`src/rtl/ber_pkg.sv`:
```
// Shared types and PRBS9 constants for the BER checker.
package ber_pkg;
  typedef enum logic [1:0] {SEARCH = 2'd0, VERIFY = 2'd1, LOCKED = 2'd2} ber_state_t;
  localparam int PRBS_LEN = 9;
  localparam int TAP_HI   = 8;
  localparam int TAP_LO   = 4;
endpackage

```
`src/rtl/ber_checker_prbs9_pred.sv`:
```
// PRBS9 history and predictor; load selects the decision bit, otherwise self-runs.
module prbs9_pred
  import ber_pkg::*;
(
  input  logic                clockdsp,
  input  logic                soft_reset,
  input  logic                en,
  input  logic                load,
  input  logic                din,
  output logic [PRBS_LEN-1:0] hist,
  output logic                pred
);
  assign pred = hist[TAP_HI] ^ hist[TAP_LO];

  always_ff @(posedge clockdsp or posedge soft_reset) begin
    if (soft_reset) hist <= '0;
    else if (en)    hist <= {hist[PRBS_LEN-2:0], load ? din : pred};
  end
endmodule

```
`config.mk`:
```
export PLATFORM = sky130hd
export DESIGN_NAME = prbs9_pred
export DESIGN_NICKNAME = d
export VERILOG_FILES = /design/src/rtl/ber_pkg.sv /design/src/rtl/ber_checker_prbs9_pred.sv
export SDC_FILE = /design/constraint.sdc
export NUM_CORES = 1
export LEC_CHECK = 0
export CORE_AREA = 5 5 42 44
export CTS_CLUSTER_DIAMETER = 100
export CTS_CLUSTER_SIZE = 14
export DETAILED_ROUTE_END_ITERATION = 8
export DIE_AREA = 0 0 47 49
export GPL_TIMING_DRIVEN = 0
export SLEW_MARGIN = 20
export SYNTH_ARGS = -nofsm -noshare
export SYNTH_HDL_FRONTEND = slang
export SYNTH_SLANG_ARGS = --single-unit
```
`constraint.sdc`:
```
create_clock -name clockdsp -period 1.4 [get_ports clockdsp]
set_input_delay 0.28 -clock clockdsp [delete_from_list [all_inputs] [get_ports clockdsp]]
set_output_delay 0.28 -clock clockdsp [all_outputs]
set_load 0.02 [all_outputs]
```
==> results.toml <==
[status]
status = "finished clean"

[synth]
ys_ff_latch = 9
synth_area_per_cell_um2 = 15.28
syn_inst = 24
synth.distinct_cells = 9
netlist_area_um2 = 366.6
yosysSeqAreaShare_pct = 61.43
yosys_warnings = 0
syn_nets = 29

[sta]
finalWorstPathRequiredPeriod_ns = 1.328
timing.final.crit_share_pct = 94.88
whs_ns = 0.2891
finalSetupTns_ns = 0
grt_setup_unrepaired = "false"
fmax_mhz = 752.9
worst_pin_slew_ns = 0.3274
slew_headroom_pct = 78.15
drv_slew = 0
hold_viol_final = 0
report.final.setup_viol = 0
skew_ns = 0.003131

[setup_path]
critPathMaxFanout = 4
r2r_cells = 2
cp_data_required_time_ns = 1.12
slowest_stage = "dfrtp_1"
crit_chain = "xor2_1 > buf_4"
critPathTopFamily = "flip-flops"
cp-start-kind = "flip-flop"
worstPathArrival_ns = 1.05
crit_buf_inv = 1
timing.rr.end = "hist[0]"
critPathCaptureType = "output pin"
rr_startpoint = "hist[4]"
max_stage_delay_ns = 0.41
reg2reg_slack_ns = 0.43
criticalPathCategory = "reg -> out"

[layout]
fin_util_pct = 38.48
diodes = 0
reg_top3 = "hist: 9 flops"
final_cell_mix = "dfrtp_1 (9), dlygate4sd2_1 (9), mux2_2 (6)"
register_area_um2 = 225.2
fillCellCount = 150
multi_input_area_um2 = 126.4
fin_area_um2 = 539.3
syn_to_final_growth_pct = 47.10
largest_register = "hist"
largest_reg_flops = 9
finalNetCount = 48
drive_gt1_share_pct = 26.19

[clock_tree]
cts_tree = "yes"
hold_buffers = 0
path_clk_slew_ns = 0.06
htreeDepth = 1
cts_sinks = 9
numCtsBuffers = 3
clockBufferDepth = 2
cts-root-buf = "clkbuf_4"
insertion_delay_ns = 0.25

[global_route]
track_usage_pct = 7.178
gr-total-overflow = 0
grt_start_max_net_pins = 11
antenna_found_initial = 0
grt_pass1_wl_um = 1166
grt_pass1_vias = 282

[hold_path]
hold_path.class = "in -> async"

[route]
wl_per_cell_um = 12.40
drt-total-wl_um = 719
initialDrtViolationCount = 1
post-route-drc-count = 0
dr.pass1.iters = 2
vias = 249
via_per_inst = 4.293
antenna_left = 0

[floorplan]
die-area_um2 = 2303
rows = 14
start_util_pct = 26.16
pin_count = 15
die_h_um = 49
core_um2 = 1401
floorplan.die.width_um = 47

[placed_design]
gp_congestion = 0.6785
port_buffers = 14
place_hpwl_um = 530.3
place_area_um2 = 526.8

[pwr]
vdd_ir_drop_max_mv = 0.7427
cellLeakagePower_nw = 0.2725
powerDensity_nw_per_um2 = 2243
finalPower_w = 0.001210

[run]
max_cap_violations = 0
-- power by group --
part           internal, W  switching, W
clock             0.000109     0.0000841
sequential        0.000379     0.0000852
combinational     0.000254      0.000298
-- cells in the mapped netlist --
cell type  number  share of area [%]
nor2b_1         2                3.4
a211o_1         1                2.4
buf_6           1                3.1
mux2_2          6                 18
mux2_1          2                6.1
xor2_1          1                2.4
and3_1          1                1.7
inv_1           1                1.0
dfrtp_1         9                 61
-- cells by family (layout without fill, tap and decap cells) --
kind of cell / Yosys count / in the layout / share of synthesized area (%)
AND/OR/NAND/NOR: 3 / 3 / 5.120
XOR/XNOR: 1 / 1 / 2.390
multiplexers: 8 / 8 / 24.57
flip-flops: 9 / 9 / 61.43
buffers and inverters: 2 / 20 / 4.094
AO/OA/AOI/OAI: 1 / 1 / 2.390
-- worst register-to-register path, stage by stage (launching register included) --
cell and delay (ns):
dfrtp_1 0.41, xor2_1 0.19, a211o_1 0.26
-- worst max path at each step --
stage / start / endpoint / cells past startpoint
after CTS: hist[4] / pred / 2
final: hist[4] / pred / 2
after floorplan: hist[4] / pred / 1
after global routing: hist[4] / pred / 2
after global placement: hist[4] / pred / 2
after detailed placement: hist[4] / pred / 2
-- metal layers --
layer	wire length (um)	GRT usage [%]	up-vias
li1	-	-	116
met2	358	11.09	7
met3	64	5.166	2
met5	0	0	-
met1	288	7.240	124
met4	8	2.765	0
-- per-stage QoR --
step	setup WS, ns	instances
after floorplan	0.2253	24
after global placement	-0.1341	54
after detailed placement	-0.1270	54
after CTS	0.04725	58
after global routing	0.004204	58
final	0.07174	58
-- cell type report --
cell class	count	share of cell area (%)
Sequential cell	9	41.76
Multi-Input combinational cell	13	23.43
Timing Repair Buffer	14	23.43
Clock buffer	4	4.872
Tap cell	16	3.712
Buffer	1	2.088
Inverter	1	0.6961
-- repair_timing --
action	CTS	global route
gates resized for setup	13	1
endpoints found under the setup margin	10	1
pin swaps	0	0
setup buffers	0	0
Power figures use the tool's default switching activity.
